## config.mk

```make
export PLATFORM = sky130hd
export DESIGN_NAME = rle_encoder
export DESIGN_NICKNAME = d
export VERILOG_FILES = /design/src/rtl/rle_encoder.sv
export SDC_FILE = /design/constraint.sdc
export NUM_CORES = 1
export LEC_CHECK = 0
export BUFFER_PORTS_ARGS = -buffer_cell sky130_fd_sc_hd__buf_2
export CORE_MARGIN = 2
export CORE_UTILIZATION = 45
export CTS_BUF_LIST = sky130_fd_sc_hd__clkbuf_2
export DETAILED_ROUTE_END_ITERATION = 8
export GPL_ROUTABILITY_DRIVEN = 0
export GPL_TIMING_DRIVEN = 0
export PLACE_DENSITY_LB_ADDON = 0.05
export SYNTH_ARGS = -nofsm -noshare
export SYNTH_HDL_FRONTEND = slang
export SYNTH_SLANG_ARGS = --single-unit
```

## constraint.sdc

```tcl
create_clock -name clk -period 2.8 [get_ports clk]
set_input_delay 0.28 -clock clk [delete_from_list [all_inputs] [get_ports clk]]
set_output_delay 0.28 -clock clk [all_outputs]
set_load 0.01 [all_outputs]
```

## src/rtl/rle_encoder.sv

```systemverilog
// -----------------------------------------------------------------------------
// rle_encoder
//   JPEG entropy-prep stage placed directly after the zigzag reorder. It takes
//   64 quantised coefficients per 8x8 block in zigzag order. It emits
//   (run, size, amplitude) symbols to the Huffman coder:
//     - the DC differential (always emitted, even when the difference is 0)
//     - AC run/size/amplitude symbols
//     - ZRL (run=15, size=0) for each full group of 16 zeros before a nonzero AC
//     - EOB (run=0, size=0) when the block ends in zeros
//
// Optional feature macro: RLE_DC_RESTART_EN
//   When defined, the design adds input dc_clr. This input clears the DC
//   predictor, which is needed at JPEG restart intervals. A dc_clr that arrives
//   in the same cycle as a DC transfer makes that DC use a predictor of 0.
//
// Ports
//   clk      in   clock, rising edge
//   rst      in   asynchronous reset, active-low
//   ena_in   in   input coefficient valid
//   rdy_out  out  encoder can accept a coefficient
//   in       in   signed coefficient, IN_W bits
//   ena_out  out  symbol valid
//   rdy_in   in   Huffman coder can accept a symbol
//   out_dc   out  symbol is the block's DC term
//   out_run  out  zero-run length before this coefficient
//   out_size out  magnitude category (0 = none)
//   out_amp  out  amplitude bits; only the low out_size bits are meaningful
//   dc_clr   in   (RLE_DC_RESTART_EN only) clear the DC predictor
// -----------------------------------------------------------------------------
module rle_encoder #(
  parameter int IN_W   = 10,
  parameter int AMP_W  = IN_W + 1,
  parameter int SIZE_W = 4
) (
  input  logic                    clk,
  input  logic                    rst,
  input  logic                    ena_in,
  output logic                    rdy_out,
  input  logic signed [IN_W-1:0]  in,
  output logic                    ena_out,
  input  logic                    rdy_in,
  output logic                    out_dc,
  output logic [3:0]              out_run,
  output logic [SIZE_W-1:0]       out_size,
  output logic [AMP_W-1:0]        out_amp
`ifdef RLE_DC_RESTART_EN
  ,
  input  logic                    dc_clr
`endif
);

  typedef enum logic [1:0] {S_IN, S_ZRL, S_EOB} state_t;

  state_t                   state;
  logic [5:0]               idx;
  logic [5:0]               zcnt;
  logic signed [IN_W-1:0]   pred;
  logic [SIZE_W-1:0]        lat_size;
  logic [AMP_W-1:0]         lat_amp;

  logic signed [IN_W-1:0]   pred_eff;
  logic signed [AMP_W-1:0]  in_ext;
  logic signed [AMP_W-1:0]  pred_ext;
  logic signed [AMP_W-1:0]  diff;
  logic [SIZE_W-1:0]        dc_size;
  logic [AMP_W-1:0]         dc_amp;
  logic [SIZE_W-1:0]        ac_size;
  logic [AMP_W-1:0]         ac_amp;
  logic                     out_free;
  logic                     take;

  // Magnitude category: the bit length of |v|. The most negative value maps to
  // its unsigned bit pattern, and that pattern is still the correct magnitude.
  function automatic logic [SIZE_W-1:0] size_of(input logic signed [AMP_W-1:0] v);
    logic [AMP_W-1:0]  mag;
    logic [SIZE_W-1:0] s;
    mag = v[AMP_W-1] ? $unsigned(-v) : $unsigned(v);
    s   = '0;
    for (int i = 0; i < AMP_W; i++) begin
      if (mag[i]) s = SIZE_W'(i + 1);
    end
    return s;
  endfunction

  // JPEG amplitude: v itself when v >= 0. When v < 0, it is v-1, which equals
  // the one's complement of |v| in the low size bits.
  function automatic logic [AMP_W-1:0] amp_of(input logic signed [AMP_W-1:0] v);
    logic [AMP_W-1:0] one;
    one = {{(AMP_W-1){1'b0}}, 1'b1};
    return v[AMP_W-1] ? ($unsigned(v) - one) : $unsigned(v);
  endfunction

`ifdef RLE_DC_RESTART_EN
  assign pred_eff = dc_clr ? '0 : pred;
`else
  assign pred_eff = pred;
`endif

  assign out_free = !ena_out || rdy_in;
  assign rdy_out  = (state == S_IN) && out_free;
  assign take     = ena_in && rdy_out;

  always_comb begin
    in_ext   = AMP_W'(in);
    pred_ext = AMP_W'(pred_eff);
    diff     = in_ext - pred_ext;
    dc_size  = size_of(diff);
    dc_amp   = amp_of(diff);
    ac_size  = size_of(in_ext);
    ac_amp   = amp_of(in_ext);
  end

  // ---- symbol register stage: one holding register feeds the Huffman coder ----
  always_ff @(posedge clk or negedge rst) begin
    if (!rst) begin
      state    <= S_IN;
      idx      <= '0;
      zcnt     <= '0;
      pred     <= '0;
      lat_size <= '0;
      lat_amp  <= '0;
      ena_out  <= 1'b0;
      out_dc   <= 1'b0;
      out_run  <= '0;
      out_size <= '0;
      out_amp  <= '0;
    end else begin
`ifdef RLE_DC_RESTART_EN
      if (dc_clr) pred <= '0;
`endif
      case (state)
        S_IN: begin
          if (take) begin
            idx <= idx + 6'd1;
            if (idx == 6'd0) begin
              pred     <= in;
              ena_out  <= 1'b1;
              out_dc   <= 1'b1;
              out_run  <= 4'd0;
              out_size <= dc_size;
              out_amp  <= dc_amp;
            end else if (in == '0) begin
              // Zeros are only counted; a trailing run becomes a single EOB.
              zcnt    <= zcnt + 6'd1;
              ena_out <= 1'b0;
              if (idx == 6'd63) state <= S_EOB;
            end else if (zcnt[5:4] == 2'b00) begin
              ena_out  <= 1'b1;
              out_dc   <= 1'b0;
              out_run  <= zcnt[3:0];
              out_size <= ac_size;
              out_amp  <= ac_amp;
              zcnt     <= '0;
            end else begin
              // The slot is free now, so the first ZRL goes out with the
              // transfer. The coefficient waits in the latch until the run
              // drops below 16.
              lat_size <= ac_size;
              lat_amp  <= ac_amp;
              ena_out  <= 1'b1;
              out_dc   <= 1'b0;
              out_run  <= 4'd15;
              out_size <= '0;
              out_amp  <= '0;
              zcnt     <= zcnt - 6'd16;
              state    <= S_ZRL;
            end
          end else if (rdy_in) begin
            ena_out <= 1'b0;
          end
        end

        S_ZRL: begin
          if (out_free) begin
            ena_out <= 1'b1;
            out_dc  <= 1'b0;
            if (zcnt[5:4] != 2'b00) begin
              out_run  <= 4'd15;
              out_size <= '0;
              out_amp  <= '0;
              zcnt     <= zcnt - 6'd16;
            end else begin
              out_run  <= zcnt[3:0];
              out_size <= lat_size;
              out_amp  <= lat_amp;
              zcnt     <= '0;
              state    <= S_IN;
            end
          end
        end

        S_EOB: begin
          if (out_free) begin
            ena_out  <= 1'b1;
            out_dc   <= 1'b0;
            out_run  <= 4'd0;
            out_size <= '0;
            out_amp  <= '0;
            zcnt     <= '0;
            state    <= S_IN;
          end
        end

        default: state <= S_IN;
      endcase
    end
  end

endmodule
```

Word level (Yosys, flattened, before mapping)
Cells that the tools add are included.
- bits in registers: 60
- output and inout port bits: 22
- logic and storage cells: 132
- bits of input ports: 14
- bitwise operators: 3
- $add $sub $neg: 8
- multiplexer cells: 77
- reduce and logical (&&, ||, !) cells: 20
- equal/unequal tests: 13
- operator list (operator ; number):
    $mux 4 ; 32
    $mux 11 ; 11
    $mux 6 ; 7
    $pmux 11 s3 ; 1
    $pmux 4 s3 ; 2
    $mux 2 ; 9
    $pmux 6 s3 ; 1
    $reduce_and 5->1 ; 3
    $add 6x1->6 const B ; 2
    $mux 1 ; 11
    $neg 10->11 ; 1
    $neg 11->11 ; 1
    $sub 10x10->11 ; 1
    $sub 10x2->11 const B ; 1
    $sub 11x1->11 const B ; 1
    $logic_not 10->1 ; 1
    $ne 2x2->1 const B ; 5
    $ne 3x3->1 const B ; 3
    $reduce_and 7->1 ; 1
    $eq 6x6->1 const B ; 1
    $logic_not 6->1 ; 1
    $pmux 2 s3 ; 1
    $reduce_and 3->1 ; 2
    $sub 6x5->6 const B ; 1
    15 further kinds ; 21

Depth between registers and ports, before layout
Gate-level depths: netlist of the first run.
- word-level depth: 18
- mapped depth: 15
- mapped depth without buffers: 13

Worst setup path after synthesis of the first run
OpenSTA, ideal clock, no wires.
- path type: in2reg
- start: input port in[0]
- end: register out_size[1]
- library setup time: 65 ps
- setup slack: -172 ps
- cell stages on the path: 13
- arrival: 2907 ps
- path buffers: 0
- data required time: 2735 ps
- cell sequence: inv_1 ha_1 inv_1 fa_1 xnor2_1 and2_1 nand2_1 nor3_1 nand3_1 mux2_2 o32a_1 o2111ai_1 o211a_1
- cells in the longest elaborated chain, start to end: 17
- elaborated cells on any way between the ends: 33
- classes of those cells: 3 x add/sub; 1 x eq/ne; 27 x mux; 2 x reduce/logical
- RTL lines (element ; RTL line ; RTL):
    from (decl) ; 39 ; input logic signed [IN_W-1:0] in,
    parallel branches: the longest is 17 deep, another holds $sub 10x10->11 ; - ;
    to (signal assigned) ; 140 ; out_size <= dc_size;
    to (signal assigned) ; 151 ; out_size <= ac_size;
    to (signal assigned) ; 184 ; out_size <= lat_size;
    to (decl) ; 44 ; output logic [SIZE_W-1:0] out_size,
Several ways; the timed one is not identified. The select of a mux whose other input is x is not followed.
A chain may end at the register's enable or synchronous reset.

Worst setup path after layout of the first run
- start: register pred[0]
- end: register out_size[0]
- cells in the longest elaborated chain, start to end: 17
- RTL lines (element ; RTL line ; RTL):
    from (decl) ; 57 ; logic signed [IN_W-1:0] pred;
    from (signal assigned) ; 136 ; pred <= in;
    $sub 10x10->11 (*) ; 106 ; diff = in_ext - pred_ext;
    $neg 11->11 ; 77 ; mag = v[AMP_W-1] ? $unsigned(-v) : $unsigned(v);
    $mux 11 (*) ; 77 ;
    $mux 1 ; 80 ; if (mag[i]) s = SIZE_W'(i + 1);
    $mux 2 ; 80 ;
    $mux 4 (8 in a row) ; 80 ;
    $mux 4 (*) ; 80 ;
    $mux 4 (*) ; 135 ; if (idx == 6'd0) begin
    $mux 4 (*) ; 133 ; if (take) begin
    $pmux 4 s3 (*) ; 131 ; case (state)
Mark *: on every way between the ends. The rest lies on a longest branch, timed or not. The select of a mux whose other input is x is not followed.

==> PnR_summary.wiki, run 1 <==
{| class="wikitable"
! Metric !! Value
|-
| Result of the run || finished with violations
|-
| Violated checks || negative setup slack
|-
| Diode count || 0
|-
| Worst vdd rail ir drop || 554 uV
|-
| Die boundary height || 106 um
|-
| Synthesized Nets || 598
|-
| Core Footprint || 0.0102 mm^2
|-
| Final setup margin || -0.333 ns
|-
| Leakage power figure || 2.39 nW
|-
| CTS Buf Count || 9
|-
| Clock tree from TritonCTS || done
|-
| Root buffer cell || sky130_fd_sc_hd__clkbuf_2
|-
| Worst path arrival time || 3.58 ns
|-
| Depth of the worst register-to-register path || 12
|-
| Areal power density over the cells || 1240 mW/mm^2
|-
| All-layer global routing usage || 0.234
|-
| Share of final-layout standard cells stronger than drive strength 1 || 0.257
|-
| H-tree lvl count || 3
|-
| Final std cells w/o fill || 779
|-
| Cell count of the worst hold path || 3
|-
| Total of max-cap violations || 0
|-
| Final-report setup violation count || 14
|-
| Via count of the first global-routing pass || 3956
|-
| Per-cell routed wire length || 16.7 um
|-
| Count of buffers inserted at the top-level ports || 35
|-
| Number of flops mapped to enable cells by yosys || 0
|-
| Endpoint of the most critical register-to-register path || out_size[0]
|-
| Detailed Route Iter0 Violations || 363
|-
| # placed instances || 735
|-
| Launching element type of the critical path || flip-flop
|-
| Type of the worst setup path || flip-flop to flip-flop
|-
| Number of sinks on the clock net || 60
|-
| Netlist area before placement || 0.00465 mm^2
|-
| Die outline width || 106 um
|-
| Maximum number of buffers from clock root to sink || 2
|-
| Vias after detailed routing || 4420
|-
| Synthesis-stage register bit count || 60
|-
| Max-slew headroom || 0.193
|-
| Area after detailed placement || 0.00507 mm^2
|-
| Worst slack on hold paths || 0.111 ns
|-
| Area overhead of the layout relative to synthesis || 22.5%
|-
| Final global-route overflow total || 0
|-
| Sum of routed wire length over all layers || 13000 um
|-
| Post-CTS clock slew at the launch and capture registers of the worst setup and hold paths || 0.20 ns
|-
| Clock tree skew after final layout || 0.0373 ns
|-
| Die Outline Area || 0.0112 mm^2
|-
| Number of failing hold endpoints at the final stage || 0
|-
| Unrepaired setup endpoints after global routing || yes
|-
| Number of warnings issued by yosys || 0
|-
| Maximum achievable frequency || 0.319 GHz
|-
| Slew at the pin closest to its max-slew limit || 1.20 ns
|-
| Register area share after synthesis || 0.323
|-
| Final Net Count || 672
|-
| Count of distinct cell types in the synthesized netlist || 76
|-
| Portion of the clock cycle consumed by the worst path in the final layout || 1.12
|-
| Initial antenna violation count || 0
|-
| Most instantiated flip-flop cell in the synthesis netlist || sky130_fd_sc_hd__dfrtp_1
|-
| Asr flop ratio synth || 1.00
|-
| Required time of the critical path || 3.25 ns
|-
| Top fanout value on the critical path || 7
|-
| Post-layout minimum cycle time || 3.13 ns
|-
| Via density per instance || 5.67
|-
| Hold Path Origin || ena_in
|-
| Post-DP HPWL || 9210 um
|-
| Worst-case register-to-register setup slack || -0.33 ns
|-
| DR DRC count || 0
|-
| Sort of element at the end of the critical path || flip-flop
|-
| Leading cell type in the layout, fill and taps excluded || sky130_fd_sc_hd__nand2_1
|-
| Endpoint, Worst Hold || ena_out
|-
| Average cell area after synthesis || 8.24 um^2
|-
| Start of the worst register-to-register path || pred[0]
|-
| Top-Level Pins || 36
|-
| Final number of max-transition violations || 0
|-
| Cell area after layout || 0.00569 mm^2
|-
| Worst min-delay path category || input port to flip-flop
|-
| Global-route wire length before repair || 20600 um
|-
| Placement row count || 37
|-
| Pin count of the biggest net entering global routing || 61
|-
| Starting density of the core || 0.456
|-
| Syn Inst Count || 564
|-
| Commonest non-fill, non-tap cells in the layout || sky130_fd_sc_hd__nand2_1, sky130_fd_sc_hd__dfrtp_1, sky130_fd_sc_hd__nor2_1, sky130_fd_sc_hd__o21ai_0, sky130_fd_sc_hd__buf_2
|-
| First-pass iteration count of the detailed router || 7
|-
| Later-pin clock latency in the skew report || 0.51 ns
|-
| Critical path startpoint || pred[0]
|-
| Remaining antenna violation count || 0
|}
==> state kept, by name (all words and copies together) (netlist names) <==
| name | cells |
|---|---|
| out_run | 4 |
| zcnt | 6 |
| state | 2 |
| lat_size | 4 |
| ena_out | 1 |
| out_amp | 11 |
| idx | 6 |
| out_dc | 1 |
| pred | 10 |
| lat_amp | 11 |
| out_size | 4 |
==> metal layers <==
metal / part of all wire / wire length (um) / vias to the layer above / track usage
met1: 0.47 / 6130 / 2108 / 0.350
met5: 0 / 0 / - / 0
li1: - / - / 2151 / -
met3: 0.056 / 731 / 19 / 0.0383
met2: 0.46 / 5970 / 142 / 0.349
met4: 0.014 / 182 / 0 / 0.0648
==> repair_timing <==
item,in CTS,in global routing
pin swaps,32,21
endpoints found under the setup margin,16,25
buffers inserted,15,13
hold endpoints to repair,0,60
resized for setup,33,29
hold buffers,0,1
==> worst max-delay path, cell delays in order, from the launching register on <==
cell                       delay, ns
sky130_fd_sc_hd__dfrtp_1        0.46
sky130_fd_sc_hd__ha_4           0.16
sky130_fd_sc_hd__inv_2          0.03
sky130_fd_sc_hd__fa_2           0.39
sky130_fd_sc_hd__a211oi_4       0.30
sky130_fd_sc_hd__o21ai_1        0.12
sky130_fd_sc_hd__a21bo_2        0.24
sky130_fd_sc_hd__buf_4          0.17
sky130_fd_sc_hd__xnor2_4        0.24
sky130_fd_sc_hd__nand4b_1       0.27
sky130_fd_sc_hd__o31ai_2        0.34
sky130_fd_sc_hd__a21oi_2        0.10
sky130_fd_sc_hd__o22ai_1        0.23
==> Yosys cell counts (7+ instances only) <==
library cell	n	share of area
sky130_fd_sc_hd__buf_2	7	0.0075
sky130_fd_sc_hd__clkbuf_1	23	0.019
sky130_fd_sc_hd__xor2_1	12	0.023
sky130_fd_sc_hd__nand3_1	13	0.014
sky130_fd_sc_hd__xnor2_1	24	0.045
sky130_fd_sc_hd__inv_1	23	0.019
sky130_fd_sc_hd__a21oi_1	31	0.033
sky130_fd_sc_hd__and2_1	7	0.0094
sky130_fd_sc_hd__mux2_2	15	0.036
sky130_fd_sc_hd__nand2_1	76	0.061
sky130_fd_sc_hd__ha_1	19	0.051
sky130_fd_sc_hd__nor3_1	9	0.0097
sky130_fd_sc_hd__nor2_1	50	0.040
sky130_fd_sc_hd__dfrtp_1	60	0.32
sky130_fd_sc_hd__nand2b_1	11	0.015
sky130_fd_sc_hd__o21ai_1	7	0.0075
sky130_fd_sc_hd__o21ai_0	56	0.060
==> power by group <==
group          switching [mW]  internal, mW
logic                    2.77          2.22
clock network           0.374         0.299
registers               0.181          1.19
total                    3.33          3.70
==> final cells by class <==
type                            count  area [um^2]
Sequential cell                    60         1500
Clock buffer                        9         45.0
Buffer                             31          149
Timing Repair Buffer               64          409
Multi-Input combinational cell    449         3230
Tap cell                          136          170
Clock inverter                      7         97.6
Inverter                           23         86.3
Fill cell                         961         4500
==> through the flow <==
step                       util  worst slack, ns  TNS, ns  total power [mW]
after floorplan               -          -0.0503   -0.123              4.38
after global placement    0.498           -0.702    -9.88              5.27
after detailed placement  0.498           -0.690   -10.74              5.33
after CTS                 0.536           -0.256    -2.68              6.49
after global routing      0.559           -0.395    -4.14              7.55
final                     0.559           -0.333    -2.71              7.03
==> cells by family (layout without fill, tap and decap cells) <==
group,after synthesis,in the layout,share of synthesized area
multiplexers,21,21,0.0493
AND/OR/NAND/NOR,210,210,0.228
AO/OA/AOI/OAI,160,160,0.223
flip-flops,60,60,0.323
XOR/XNOR,38,38,0.0749
adder cells (fa/ha/maj),20,20,0.0555
buffers and inverters,55,134,0.0463
==> how the worst max path moves through the flow <==
stage / to / cells after the start
floorplan: out_amp[4] / 13
global placement: out_amp[7] / 14
detailed placement: out_amp[7] / 14
CTS: out_size[1] / 13
global route: out_amp[4] / 13
finish: out_size[0] / 12
No activity file was read; power rests on OpenSTA's default activity.
==> run 2: changes to the inputs <==
CORE_UTILIZATION = 40   (was 45)
==> run 2 against run 1 <==
  * The run still ends with negative setup slack left
  * Worst setup slack worse by 0.027 ns
  * Sequential share of layout area grew 0.44 points
  * Register-to-register slack lost 0.03 ns
  * Worst hold slack about the same
  * Critical path depth is 1 higher
  * Non-clock buffer count is 2 lower
  * Global-route usage is 1.9 points lower
  * Count of clock-buffer cells in the layout up 1
  * Clock power shrank 33%
  * Critical path type unchanged
  * Critical endpoint is now out_amp[4]
  * Highest routed layer unchanged
==> PnR_summary.wiki, run 2 (same netlist as run 1, synthesis figures left out) <==
{| class="wikitable"
! Metric !! Value
|-
| Number of failing hold endpoints at the final stage || 0 (unchanged)
|-
| Total of max-cap violations || 0 (unchanged)
|-
| # placed instances || 744 (+1.2%)
|-
| Setup TNS || -2.78 ns (-0.0686 ns)
|-
| DR DRC count || 0 (unchanged)
|-
| Final Net Count || 670 (-0.30%)
|-
| Per-cell routed wire length || 16.6 um (-0.79%)
|-
| Share of final-layout standard cells stronger than drive strength 1 || 0.244 (-0.0129)
|-
| Type of the worst setup path || flip-flop to flip-flop
|-
| Unrepaired setup endpoints after global routing || yes
|-
| Diode count || 0 (unchanged)
|-
| First-pass iteration count of the detailed router || 5 (-2)
|-
| CTS Buf Count || 9 (unchanged)
|-
| Clock tree from TritonCTS || done
|-
| Slew at the pin closest to its max-slew limit || 1.07 ns (-0.135 ns)
|-
| Clock tree skew after final layout || 0.0178 ns (-0.0195 ns)
|-
| Post-DP HPWL || 9750 um (+5.9%)
|-
| Die Outline Area || 0.0125 mm^2 (+12%)
|-
| Largest registers in the final layout || lat_amp (11), out_amp (11), pred (10)
|-
| H-tree lvl count || 3 (unchanged)
|-
| Root buffer cell || sky130_fd_sc_hd__clkbuf_2
|-
| Global-route wire length before repair || 21400 um (+4.3%)
|-
| Final number of max-transition violations || 0 (unchanged)
|-
| Worst vdd rail ir drop || 616 uV (+11%)
|-
| Number of fillers in the final layout || 1104 (+15%)
|-
| Final-report setup violation count || 15 (+1)
|-
| Post-CTS clock slew at the launch and capture registers of the worst setup and hold paths || 0.17 ns (-0.03 ns)
|-
| Die boundary height || 112 um (+5.8%)
|-
| Via density per instance || 5.56 (-2.0%)
|-
| Required time of the critical path || 3.20 ns (-0.05 ns)
|-
| Launching element type of the critical path || flip-flop
|-
| Sum of routed wire length over all layers || 13000 um (-0.28%)
|-
| Vias after detailed routing || 4355 (-1.5%)
|-
| Maximum achievable frequency || 0.317 GHz (-0.85%)
|-
| Commonest non-fill, non-tap cells in the layout || sky130_fd_sc_hd__nand2_1, sky130_fd_sc_hd__dfrtp_1, sky130_fd_sc_hd__o21ai_0
|-
| Worst path arrival time || 3.56 ns (-0.02 ns)
|-
| Starting density of the core || 0.409 (-0.0475)
|-
| Sort of element at the end of the critical path || flip-flop
|-
| Initial antenna violation count || 0 (unchanged)
|-
| Worst min-delay path category || input port to flip-flop
|-
| Detailed Route Iter0 Violations || 204 (-44%)
|-
| Placement row count || 39 (+5.4%)
|-
| All-layer global routing usage || 0.215 (-0.0189)
|-
| Portion of the clock cycle consumed by the worst path in the final layout || 1.13 (+0.00956)
|-
| Number of sinks on the clock net || 60 (unchanged)
|-
| Violated checks || negative setup slack
|-
| Top-Level Pins || 36 (unchanged)
|-
| Top fanout value on the critical path || 4 (-3)
|-
| Later-pin clock latency in the skew report || 0.51 ns (about the same)
|-
| Core Footprint || 0.0114 mm^2 (+12%)
|-
| Areal power density over the cells || 1190 mW/mm^2 (-3.7%)
|-
| Result of the run || finished with violations
|-
| Leakage power figure || 2.37 nW (-1.0%)
|-
| Final setup margin || -0.359 ns (-0.0268 ns)
|-
| Maximum number of buffers from clock root to sink || 2 (unchanged)
|-
| Final global-route overflow total || 0 (unchanged)
|-
| Die outline width || 112 um (+5.8%)
|-
| Final std cells w/o fill || 783 (+0.51%)
|-
| Area overhead of the layout relative to synthesis || 20.5%
|-
| Count of buffers inserted at the top-level ports || 35 (unchanged)
|-
| Max-slew headroom || 0.284 (+0.0909)
|-
| Remaining antenna violation count || 0 (unchanged)
|-
| Pin count of the biggest net entering global routing || 23 (-62%)
|-
| Via count of the first global-routing pass || 4120 (+4.1%)
|-
| Leading cell type in the layout, fill and taps excluded || sky130_fd_sc_hd__nand2_1
|-
| Placement Setup Slack || -0.753 ns (-0.0629 ns)
|-
| Post-layout minimum cycle time || 3.16 ns (+0.0268 ns)
|}
[run 2: power by group]
part           total, mW  internal [mW]  switching, mW
Sequential          1.37           1.19          0.181
Clock              0.450          0.110          0.340
Combinational       4.84           2.12           2.71
[run 2: worst paths after layout]
| check | from | endpoint | slack [ns] | cells past startpoint |
|---|---|---|---|---|
| max | pred[0] | out_amp[4] | -0.36 | 13 |
| min | in[1] | pred[1] | 0.11 | 3 |
| max reg2reg | pred[0] | out_amp[4] | -0.36 | 13 |
| min reg2reg | out_run[3] | out_run[3] | 0.50 | 2 |
| max in group asynchronous | rst | idx[1] | 1.89 | 4 |
| min in group asynchronous | rst | lat_amp[6] | 0.22 | 2 |
[run 2: through the flow]
step                cell area (um^2)  total power, mW  hold WS (ns)  utilization
floorplan                       4730             4.38       -0.0156            -
global placement                5080             5.31         0.461        0.447
detailed placement              5130             5.37         0.254        0.451
CTS                             5460             6.32        0.0576        0.480
global route                    5600             7.19        0.0796        0.492
finish                          5600             6.66         0.112        0.492
[run 2: routing by layer]
metal	vias up	routed length [um]	GRT usage
met1	2088	6420	0.315
met3	13	609	0.0414
met5	-	0	0
li1	2155	-	-
met4	0	182	0.0535
met2	99	5760	0.327
[run 2: final cells by class]
class | count | area, um^2 | area share
inverters | 23 | 86.3 | 0.0154
multi-input cells | 449 | 3180 | 0.568
plain buffers | 31 | 149 | 0.0266
well taps | 143 | 179 | 0.0320
repair buffers | 62 | 420 | 0.0751
clock inverters | 5 | 30.0 | 0.00537
flip-flops and latches | 60 | 1500 | 0.268
clock buffers | 10 | 50.0 | 0.00894
[run 2: repair_timing]
item,CTS,global route
gates resized for setup,26,20
hold endpoints to repair,18,0
setup buffers,16,8
hold buffers,1,0
pin swaps,22,12
endpoints found under the setup margin,16,25
[run 2: critical path, stage by stage, from the launching register on]
cell and delay (ns):
sky130_fd_sc_hd__dfrtp_1 0.47, sky130_fd_sc_hd__ha_4 0.16, sky130_fd_sc_hd__inv_2 0.04, sky130_fd_sc_hd__fa_2 0.38, sky130_fd_sc_hd__a211oi_4 0.26, sky130_fd_sc_hd__o21ai_1 0.11, sky130_fd_sc_hd__a21bo_2 0.24, sky130_fd_sc_hd__a31o_4 0.26
sky130_fd_sc_hd__buf_6 0.12, sky130_fd_sc_hd__buf_8 0.11, sky130_fd_sc_hd__o31ai_2 0.17, sky130_fd_sc_hd__o21ai_1 0.13, sky130_fd_sc_hd__a222oi_1 0.50, sky130_fd_sc_hd__o21ai_1 0.10
